**config.mk**
```make
export PLATFORM = sky130hd
export DESIGN_NAME = tdm_demux4
export DESIGN_NICKNAME = d
export VERILOG_FILES = /design/src/rtl/tdm_pkg.sv /design/src/rtl/tdm_sat_counter.sv /design/src/rtl/tdm_demux4.sv
export SDC_FILE = /design/constraint.sdc
export NUM_CORES = 1
export LEC_CHECK = 0
export ABC_CLOCK_PERIOD_IN_PS = 10500
export CAP_MARGIN = 20
export CELL_PAD_IN_SITES_DETAIL_PLACEMENT = 0
export CELL_PAD_IN_SITES_GLOBAL_PLACEMENT = 1
export CORE_MARGIN = 8
export CORE_UTILIZATION = 25
export CTS_CLUSTER_DIAMETER = 50
export DETAILED_ROUTE_END_ITERATION = 12
export PLACE_DENSITY = 0.56
export REMOVE_ABC_BUFFERS = 1
export SLEW_MARGIN = 5
export SYNTH_ARGS = -nofsm -noshare
export SYNTH_HDL_FRONTEND = slang
export SYNTH_SLANG_ARGS = --single-unit
```
**constraint.sdc**
```tcl
create_clock -name clk -period 10.5 [get_ports clk]
set_clock_uncertainty 0.15 [all_clocks]
set_input_delay 2.1 -clock clk [delete_from_list [all_inputs] [get_ports clk]]
set_output_delay 2.1 -clock clk [all_outputs]
set_load 0.02 [all_outputs]
```
**src/rtl/tdm_pkg.sv**
```systemverilog
// Shared types and helpers for the 1:4 TDM receive demultiplexer.
package tdm_pkg;

  localparam int unsigned NCH     = 4;
  localparam int unsigned SLOT_W  = 2;
  localparam int unsigned MaxCntW = 32;

  typedef enum logic [0:0] {HUNT, LOCKED} tdm_state_t;

  // Counters up to MaxCntW bits share this; callers zero-extend and truncate.
  function automatic logic [MaxCntW-1:0] sat_inc(input logic [MaxCntW-1:0] count,
                                                 input int unsigned        width);
    logic [MaxCntW-1:0] max_val;
    max_val = (width >= MaxCntW) ? '1 : ((MaxCntW'(1) << width) - MaxCntW'(1));
    return (count >= max_val) ? count : count + MaxCntW'(1);
  endfunction

endpackage

```
**src/rtl/tdm_sat_counter.sv**
```systemverilog
// Saturating event counter; holds at all-ones instead of wrapping.
module tdm_sat_counter import tdm_pkg::*; #(
  parameter int unsigned CNT_W = 16
) (
  input  logic             clk,
  input  logic             rst,
  input  logic             inc,
  output logic [CNT_W-1:0] count
);

  logic [CNT_W-1:0] count_q, count_d;

  always_comb begin
    count_d = count_q;
    if (inc) count_d = CNT_W'(sat_inc(MaxCntW'(count_q), CNT_W));
  end

  always_ff @(posedge clk or posedge rst) begin
    if (rst) count_q <= '0;
    else     count_q <= count_d;
  end

  assign count = count_q;

endmodule

```
**src/rtl/tdm_demux4.sv**
```systemverilog
// 1:4 TDM demultiplexer: aligns on frame_sync, stages slots 0..2 and publishes
// the whole frame on the slot-3 beat so consumers never see a partial frame.
module tdm_demux4 import tdm_pkg::*; #(
  parameter int unsigned WIDTH = 8,
  parameter int unsigned CNT_W = 16
) (
  input  logic                 clk,
  input  logic                 rst,
  input  logic [WIDTH-1:0]     din,
  input  logic                 din_valid,
  input  logic                 frame_sync,
  output logic [NCH*WIDTH-1:0] ch_data,
  output logic                 frame_valid,
  output logic [NCH-1:0]       slot_strobe,
  output logic                 locked,
  output logic                 sync_err,
  output logic [CNT_W-1:0]     frame_count,
  output logic [CNT_W-1:0]     err_count
);

  tdm_state_t                     state_q, state_d;
  logic [SLOT_W-1:0]              slot_q, slot_d;
  logic [NCH-2:0][WIDTH-1:0]      stage_q, stage_d;
  logic [NCH*WIDTH-1:0]           ch_data_q, ch_data_d;
  logic                           frame_valid_q, frame_valid_d;
  logic [NCH-1:0]                 slot_strobe_q, slot_strobe_d;
  logic                           sync_err_q, sync_err_d;
  logic                           frame_inc, err_inc;

  always_comb begin
    state_d       = state_q;
    slot_d        = slot_q;
    stage_d       = stage_q;
    ch_data_d     = ch_data_q;
    frame_valid_d = 1'b0;
    slot_strobe_d = '0;
    sync_err_d    = 1'b0;
    frame_inc     = 1'b0;
    err_inc       = 1'b0;

    if (din_valid) begin
      unique case (state_q)
        HUNT: begin
          if (frame_sync) begin
            stage_d[0]    = din;
            slot_d        = SLOT_W'(1);
            slot_strobe_d = NCH'(1);
            state_d       = LOCKED;
          end
        end
        LOCKED: begin
          if (slot_q == '0 && !frame_sync) begin
            sync_err_d = 1'b1;
            err_inc    = 1'b1;
            slot_d     = '0;
            state_d    = HUNT;
          end else if (frame_sync) begin
            // Normal slot 0 or early resync: either way this beat starts a new frame.
            sync_err_d    = (slot_q != '0);
            err_inc       = (slot_q != '0);
            stage_d[0]    = din;
            slot_d        = SLOT_W'(1);
            slot_strobe_d = NCH'(1);
          end else if (slot_q == SLOT_W'(NCH - 1)) begin
            ch_data_d     = {din, stage_q[2], stage_q[1], stage_q[0]};
            frame_valid_d = 1'b1;
            frame_inc     = 1'b1;
            slot_d        = '0;
            slot_strobe_d = NCH'(1) << slot_q;
          end else begin
            if (slot_q == SLOT_W'(1)) stage_d[1] = din;
            else                      stage_d[2] = din;
            slot_d        = slot_q + SLOT_W'(1);
            slot_strobe_d = NCH'(1) << slot_q;
          end
        end
        default: state_d = HUNT;
      endcase
    end
  end

  always_ff @(posedge clk or posedge rst) begin
    if (rst) begin
      state_q       <= HUNT;
      slot_q        <= '0;
      stage_q       <= '0;
      ch_data_q     <= '0;
      frame_valid_q <= 1'b0;
      slot_strobe_q <= '0;
      sync_err_q    <= 1'b0;
    end else begin
      state_q       <= state_d;
      slot_q        <= slot_d;
      stage_q       <= stage_d;
      ch_data_q     <= ch_data_d;
      frame_valid_q <= frame_valid_d;
      slot_strobe_q <= slot_strobe_d;
      sync_err_q    <= sync_err_d;
    end
  end

  tdm_sat_counter #(.CNT_W(CNT_W)) u_frame_cnt (
    .clk   (clk),
    .rst   (rst),
    .inc   (frame_inc),
    .count (frame_count)
  );

  tdm_sat_counter #(.CNT_W(CNT_W)) u_err_cnt (
    .clk   (clk),
    .rst   (rst),
    .inc   (err_inc),
    .count (err_count)
  );

  assign ch_data     = ch_data_q;
  assign frame_valid = frame_valid_q;
  assign slot_strobe = slot_strobe_q;
  assign locked      = (state_q == LOCKED);
  assign sync_err    = sync_err_q;

endmodule

```
==> flow_summary.json, run 1 <==
{
  "synth_seq_area_share": 0.575,
  "fin_nets": 418,
  "drc": 0,
  "num-fill-cells": 1628,
  "overflow": 0,
  "synthCells": 311,
  "antenna_found_initial": 0,
  "multiInputGateArea_um2": 1680,
  "die-height_um": 145,
  "cts_buffers": 9,
  "cts_sinks": 96,
  "cts_tree": "done",
  "ys_types": 45,
  "cts_root_buffer": "clkbuf_16",
  "synth_ff_type": "dfrtp_1",
  "p_per_area_nw_per_um2": 228,
  "wl_mm": 9.47,
  "ys_top_cells_by_area": "dfrtp_1 58%, mux2_2 13%, xor2_1 4.6%, ha_1 2.7%, mux2_1 2.2%",
  "rsz0062_at_grt": "false",
  "clk_pin_slew_worst_paths_ns": 0.07,
  "start_util": 0.254,
  "yosys.area.top_type": "dfrtp_1",
  "area_growth_pct": 32.0,
  "fp.coreArea_um2": 16500,
  "rrSetupSlack_ns": 8.10,
  "min_path_type": "register to register",
  "vias": 2671,
  "rows": 47,
  "report.final.slew_viol_count": 0,
  "grt_pass1_vias": 2807,
  "gp_congestion": 0.767,
  "diodes": 0,
  "status": "finished clean",
  "io_pins": 83,
  "slew_headroom": 0.533,
  "crit_type": "primary input to register",
  "ys_ff_latch": 96,
  "crit_path_start": "frame_sync",
  "clk_path_buf_depth": 2,
  "r2r-start": "slot_q[0]",
  "wl_per_cell_um": 15.3,
  "cts_resized": 0,
  "worstHoldStart": "stage_q[18]",
  "grt_max_degree": 57,
  "synth-edff-count": 0,
  "ir_worst_vdd_uv": 85.3,
  "hold_viol_final": 0,
  "critPathMaxFanout": 7,
  "cts_hold_buffers": 0,
  "setup_viol": 0,
  "yosys_warnings": 0,
  "grtUsageTotal": 0.0936,
  "synthArstFlopShare": 1.00,
  "post_cts_buffers": 0,
  "post-place-ws_ns": 6.03,
  "cts-htree-levels": 3,
  "clk_latency_ns": 0.34,
  "crit_path_end_kind": "register",
  "avgSynthCellArea_um2": 13.4,
  "fin_crit_sh": 0.393,
  "dieArea_um2": 21100,
  "drt_first_pass_iters": 4,
  "tightest_slew_ns": 0.700,
  "die_w_um": 145,
  "synth_common_cells": "96 x dfrtp_1, 49 x mux2_2, 22 x xor2_1",
  "timing.final.ws_setup_ns": 6.37,
  "cp-start-kind": "primary input",
  "timing.hold.ws_ns": 0.341,
  "ant_nets": 0,
  "finalPower_mw": 1.26,
  "leakage_nw": 2.48,
  "critPathArrivalTime_ns": 4.24,
  "maxCapViolCount": 0,
  "period_minus_slack_ns": 4.13,
  "tns_ns": 0,
  "via_per_inst": 4.32,
  "grt_pass1_wl_mm": 15.7,
  "first_iter_violations": 121,
  "syn_area_um2": 4180,
  "port_buffers": 82,
  "clock.fmax_mhz": 242,
  "seq_area_um2": 2400,
  "dp_hpwl_mm": 6.70,
  "crit_required_ns": 10.61,
  "synth_top_area_frac": 0.575,
  "yosysMostFrequentCell": "dfrtp_1",
  "drive_gt1_frac": 0.203,
  "final_util": 0.335
}
-- worst paths after layout --
check,endpoint,depth (start not counted)
setup reg to reg,u_err_cnt.count[6],8
setup / recovery,u_err_cnt.count[6],7
hold / removal,stage_q[18],1
hold reg to reg,stage_q[18],1
max in group asynchronous,stage_q[16],3
min in group asynchronous,u_err_cnt.count[13],2
-- sequential cells by signal, indices dropped and copies added, names as in the netlist --
register	count
u_frame_cnt.count	16
locked	1
slot_strobe	3
sync_err	1
u_err_cnt.count	16
ch_data	32
stage_q	24
frame_valid	1
slot_q	2
-- placed cells by master, fill, tap and decap left out, types with 2 or more instances in the layout --
| master | instances |
|---|---|
| mux2_1 | 8 |
| ha_1 | 9 |
| or3_1 | 2 |
| nand2_1 | 11 |
| nor3b_1 | 2 |
| xor2_1 | 22 |
| nor4_2 | 2 |
| dfrtp_1 | 96 |
| clkdlybuf4s50_1 | 82 |
| nor3_1 | 9 |
| a211oi_1 | 3 |
| nand4_1 | 5 |
| and2_1 | 2 |
| xnor2_1 | 6 |
| clkbuf_8 | 2 |
| inv_1 | 11 |
| mux2_2 | 49 |
| nor4_1 | 5 |
| nand3_2 | 2 |
| nand3_1 | 12 |
| a21oi_1 | 6 |
| a2111oi_2 | 2 |
| clkbuf_16 | 9 |
| nand4_4 | 2 |
| buf_4 | 2 |
| and3_1 | 4 |
| a31oi_1 | 2 |
| clkinv_4 | 2 |
| nor2_1 | 11 |
-- metrics by stage --
stage          area [um^2]  instances
6_report              5510        619
5_1_grt               5510        619
4_1_cts               5510        619
3_5_place_dp          5240        606
3_3_place_gp          5240        606
2_1_floorplan         4130        302
-- where the power goes --
group / internal, mW / leakage [nW] / switching, mW / total, mW
combinational: 0.213 / 1.13 / 0.187 / 0.400
sequential: 0.479 / 1.22 / 0.0733 / 0.552
clock: 0.171 / 0.134 / 0.136 / 0.306
-- area by class of cell --
class,count,area share
Multi-Input combinational cell,194,0.305
Inverter,12,0.00862
Tap cell,220,0.0499
Timing Repair Buffer,84,0.152
Clock inverter,2,0.00318
Sequential cell,96,0.436
Clock buffer,11,0.0458
-- critical path: stages --
cell and delay [ns]:
clkdlybuf4s50_1 0.60, inv_1 0.13, ha_1 0.29, and3_1 0.28, nand4_1 0.29, a211oi_1 0.37, xor2_1 0.19
-- cell families after synthesis --
logic type,Yosys count,share of synthesized area
AOI/OAI and AO/OA,19,0.0353
xor gates and xnor gates,28,0.0587
adders and majority gates,9,0.0270
buffers and inverters,21,0.0225
DFF,96,0.575
muxes,58,0.157
and+or+nand+nor,80,0.124
-- metal layers --
metal,global-route usage,part of all wire,vias to the layer above
li1,-,-,1274
met1,0.123,0.49,1323
met2,0.136,0.44,64
met3,0.0336,0.057,10
met4,0.0406,0.016,0
met5,0,0,-
Note: power is estimated with default switching activity, not from simulation.
==> inputs of run 2 (changes only) <==
- ABC_CLOCK_PERIOD_IN_PS: 10500 -> 4300
- clock period: 10.5 -> 4.3 ns (I/O delays scaled with it)
==> flow_summary.json, run 2 (same netlist as run 1, synthesis figures left out) <==
{
  "p_per_area_nw_per_um2": 563,
  "cp-start-kind": "primary input",
  "rsz0062_at_grt": "false",
  "crit_type": "primary input to register",
  "fin_nets": 418,
  "rr_worst_depth": 8,
  "rrSetupSlack_ns": 1.83,
  "largest_reg_flops": 32,
  "switching_share": 0.315,
  "post_cts_buffers": 0,
  "critPathCapture": "u_err_cnt.count[6]",
  "maxCapViolCount": 0,
  "grt_pass1_vias": 2885,
  "status": "finished clean",
  "final_cells": 622,
  "crit_path_end_kind": "register",
  "p_seq_frac": 0.431,
  "clkPwrFrac": 0.255,
  "overflow": 0,
  "drive_gt1_frac": 0.204,
  "rows": 47,
  "clk_pin_slew_worst_paths_ns": 0.07,
  "wl_per_cell_um": 15.3,
  "drt_first_pass_iters": 4,
  "ant_nets": 0,
  "combPwrFrac": 0.313,
  "setup_viol": 0,
  "cts_root_buffer": "clkbuf_16",
  "dieArea_um2": 21100,
  "fin_crit_sh": 0.676,
  "wl_mm": 9.54,
  "fp.coreArea_um2": 16500,
  "critPathArrivalTime_ns": 3.02,
  "grt_max_degree": 97,
  "antenna_found_initial": 0,
  "dp_hpwl_mm": 6.73,
  "num-fill-cells": 1640,
  "port_buffers": 82,
  "vias": 2703,
  "tightest_slew_ns": 0.611,
  "first_iter_violations": 110,
  "gp_congestion": 0.770,
  "drc": 0,
  "final_area_um2": 5550,
  "clk_latency_ns": 0.35,
  "r2r-start": "slot_q[0]",
  "crit_required_ns": 4.42,
  "cts_resized": 0,
  "ir_worst_vdd_uv": 202,
  "leakage_nw": 2.49,
  "cts-htree-levels": 3,
  "period_minus_slack_ns": 2.91,
  "r2r-end": "u_err_cnt.count[6]",
  "place_area_um2": 5260,
  "report.final.slew_viol_count": 0,
  "grt_pass1_wl_mm": 15.9,
  "slew_headroom": 0.591,
  "placedCellCount": 606,
  "clk_path_buf_depth": 2,
  "cts_tree": "done",
  "clock.fmax_mhz": 344,
  "diodes": 0,
  "tns_ns": 0,
  "cts_hold_buffers": 0,
  "final_cell_mix": "96 x dfrtp_1, 82 x clkdlybuf4s50_1, 49 x mux2_2",
  "hold_viol_final": 0,
  "die-height_um": 145,
  "start_util": 0.254,
  "die_w_um": 145,
  "io_pins": 83,
  "cts_buffers": 9,
  "area_growth_pct": 32.7,
  "p_switching_uw": 982,
  "crit_path_start": "frame_sync",
  "p_int_mw": 2.14,
  "min_path_type": "register to register",
  "via_per_inst": 4.35,
  "grt_use_met1": 0.126,
  "critPathMaxFanout": 7,
  "mostFrequentLayoutCell": "dfrtp_1",
  "cts_sinks": 96,
  "use_met3": 0.0348,
  "grtUsageTotal": 0.0952,
  "grt_use_met2": 0.135,
  "grt_busiest_layer": "met2"
}
run 2: cell count changes in the layout (fill, tap and decap cells not counted), sizes merged:
cell      delta
bufinv       +1
clkinvlp     +3
clkinv       -1
run 2: final cells by class:
| type | instances | area (um^2) | share of cell area |
|---|---|---|---|
| clock inverters | 5 | 57.6 | 0.0104 |
| multi-input cells | 194 | 1680 | 0.303 |
| well taps | 220 | 275 | 0.0496 |
| inverters | 12 | 47.5 | 0.00857 |
| repair buffers | 84 | 848 | 0.153 |
| clock buffers | 11 | 233 | 0.0420 |
| flip-flops and latches | 96 | 2400 | 0.433 |
run 2: metrics by stage:
| stage | hold slack, ns | power, mW | utilization | setup WS, ns |
|---|---|---|---|---|
| final | 0.338 | 3.12 | 0.337 | 1.39 |
| after global routing | 0.364 | 3.32 | 0.337 | 1.22 |
| after CTS | 0.345 | 3.18 | 0.337 | 1.39 |
| after detailed placement | 0.332 | 2.36 | 0.319 | 1.05 |
| after global placement | 0.320 | 2.34 | 0.319 | 1.13 |
| after floorplan | 0.310 | 1.90 | - | 0.785 |
run 2: worst min-delay path by stage:
stage	startpoint	to	slack, ns	cells past startpoint
after global routing	stage_q[23]	stage_q[23]	0.36	1
after CTS	u_frame_cnt.count[9]	u_frame_cnt.count[9]	0.35	1
after global placement	stage_q[19]	stage_q[19]	0.32	1
after detailed placement	stage_q[23]	stage_q[23]	0.33	1
final	u_frame_cnt.count[9]	u_frame_cnt.count[9]	0.34	1
after floorplan	stage_q[16]	stage_q[16]	0.31	1
run 2: metal layers:
| layer | up-vias | part of all wire | routed length, um |
|---|---|---|---|
| li1 | 1284 | - | - |
| met1 | 1344 | 0.49 | 4650 |
| met2 | 63 | 0.43 | 4130 |
| met3 | 12 | 0.061 | 584 |
| met4 | 0 | 0.019 | 179 |
| met5 | - | 0 | 0 |
run 2: critical path, cell delays in order:
cell	delay (ns)
clkdlybuf4s50_1	0.59
inv_1	0.13
ha_1	0.29
and3_1	0.27
nand4_1	0.30
a211oi_1	0.39
xor2_1	0.19
run 2: power by group through the flow:
stage,Clock [mW],Combinational (mW),Sequential [mW]
after global placement,0,0.981,1.36
final,0.797,0.978,1.35
after floorplan,0,0.378,1.52
after detailed placement,0,0.996,1.37
after CTS,0.832,1.00,1.35
after global routing,0.867,1.06,1.39
==> inputs of run 3 (changes only) <==
- ABC_CLOCK_PERIOD_IN_PS: 4300 -> 3010
- clock period: 4.3 -> 3.01 ns (I/O delays scaled with it)
==> flow_summary.json, run 3 (same netlist as run 1, synthesis figures left out) <==
{
  "mostFrequentLayoutCell": "dfrtp_1",
  "min_to": "stage_q[18]",
  "die-height_um": 145,
  "critPathMaxFanout": 7,
  "cts_buffers": 9,
  "r2r-end": "u_err_cnt.count[6]",
  "drive_gt1_frac": 0.217,
  "tightest_slew_ns": 0.533,
  "grt_pass1_wl_mm": 15.7,
  "r2r-start": "slot_q[0]",
  "report.final.slew_viol_count": 0,
  "fin_crit_sh": 0.808,
  "critPathArrivalTime_ns": 2.55,
  "grt_max_degree": 97,
  "cts_hold_buffers": 0,
  "clock.fmax_mhz": 411,
  "placedCellCount": 610,
  "dieArea_um2": 21100,
  "setup_viol": 0,
  "rsz0062_at_grt": "false",
  "cts-htree-levels": 3,
  "wl_mm": 9.44,
  "antenna_found_initial": 0,
  "dp_hpwl_mm": 6.72,
  "fp.coreArea_um2": 16500,
  "drt_first_pass_iters": 4,
  "hold_depth": 1,
  "post_cts_buffers": 0,
  "io_pins": 83,
  "crit_type": "primary input to register",
  "period_minus_slack_ns": 2.43,
  "clk_path_buf_depth": 2,
  "rows": 47,
  "clk_pin_slew_worst_paths_ns": 0.07,
  "status": "finished clean",
  "grtUsageTotal": 0.0925,
  "fin_nets": 422,
  "cts_tree": "done",
  "crit_required_ns": 3.13,
  "rr_worst_depth": 8,
  "min_path_type": "register to register",
  "hold_viol_final": 0,
  "die_w_um": 145,
  "final_cell_mix": "96 x dfrtp_1, 82 x clkdlybuf4s50_1, 49 x mux2_2",
  "cts_resized": 0,
  "leakage_nw": 2.54,
  "vias": 2715,
  "overflow": 0,
  "via_per_inst": 4.34,
  "wl_per_cell_um": 15.1,
  "diodes": 0,
  "p_per_area_nw_per_um2": 812,
  "grt_pass1_vias": 2863,
  "rrSetupSlack_ns": 0.60,
  "largest_reg_flops": 32,
  "cts_root_buffer": "clkbuf_16",
  "cts_sinks": 96,
  "cp-start-kind": "primary input",
  "ant_nets": 0,
  "gp_congestion": 0.748,
  "start_util": 0.254,
  "final_util": 0.341,
  "first_iter_violations": 47,
  "clk_latency_ns": 0.34,
  "crit_path_end_kind": "register",
  "slew_headroom": 0.642,
  "finalPower_mw": 4.56,
  "area_growth_pct": 34.5,
  "port_buffers": 82,
  "ir_worst_vdd_uv": 342,
  "worstHoldStart": "stage_q[18]",
  "drc": 0,
  "maxCapViolCount": 0,
  "final_cells": 626
}
[run 3: changes by cell type in the layout (fill, tap and decap cells not counted), sizes merged]
cell / delta
buf: +4
bufinv: +1
clkbuf: -2
clkinv: +4
clkinvlp: -3
[run 3: worst max-delay path, stage by stage]
cell             delay, ns
clkdlybuf4s50_1       0.47
inv_1                 0.09
ha_1                  0.28
and3_1                0.28
nand4_1               0.29
a211oi_1              0.36
xor2_1                0.18
[run 3: area by class of cell]
type / instances / area, um^2
clock buffer: 9 / 225
clock inverter: 7 / 96.3
fill: 1655 / 10800
sequential: 96 / 2400
inverter: 12 / 47.5
tap: 220 / 275
multi-input combinational: 194 / 1680
timing repair buffer: 88 / 891
[run 3: power breakdown]
group / internal [mW] / switching [mW]
combinational: 0.751 / 0.654
sequential: 1.67 / 0.258
clock: 0.730 / 0.498
total: 3.15 / 1.41
[run 3: stage by stage]
| step | TNS, ns | hold WS, ns | cell area, um^2 | setup slack, ns |
|---|---|---|---|---|
| after global routing | 0 | 0.359 | 5620 | 0.365 |
| final | 0 | 0.339 | 5620 | 0.578 |
| after CTS | 0 | 0.349 | 5620 | 0.555 |
| after global placement | 0 | 0.319 | 5300 | 0.214 |
| after detailed placement | 0 | 0.332 | 5300 | 0.211 |
| after floorplan | -23.75 | 0.310 | 4130 | -0.247 |
[run 3: per-layer routing]
| metal | up-vias | part of all wire | GRT usage |
|---|---|---|---|
| met2 | 61 | 0.45 | 0.138 |
| met4 | 0 | 0.016 | 0.0375 |
| met1 | 1359 | 0.47 | 0.119 |
| li1 | 1286 | - | - |
| met3 | 9 | 0.064 | 0.0342 |
| met5 | - | 0 | 0 |
[run 3: worst max path at each step]
stage / start / endpoint / slack [ns]
finish: frame_sync / u_err_cnt.count[6] / 0.58
CTS: slot_q[0] / u_err_cnt.count[6] / 0.56
floorplan: rst / ch_data[0] / -0.25
global route: slot_q[0] / u_err_cnt.count[10] / 0.37
detailed placement: frame_sync / u_err_cnt.count[14] / 0.21
global placement: frame_sync / u_err_cnt.count[6] / 0.21
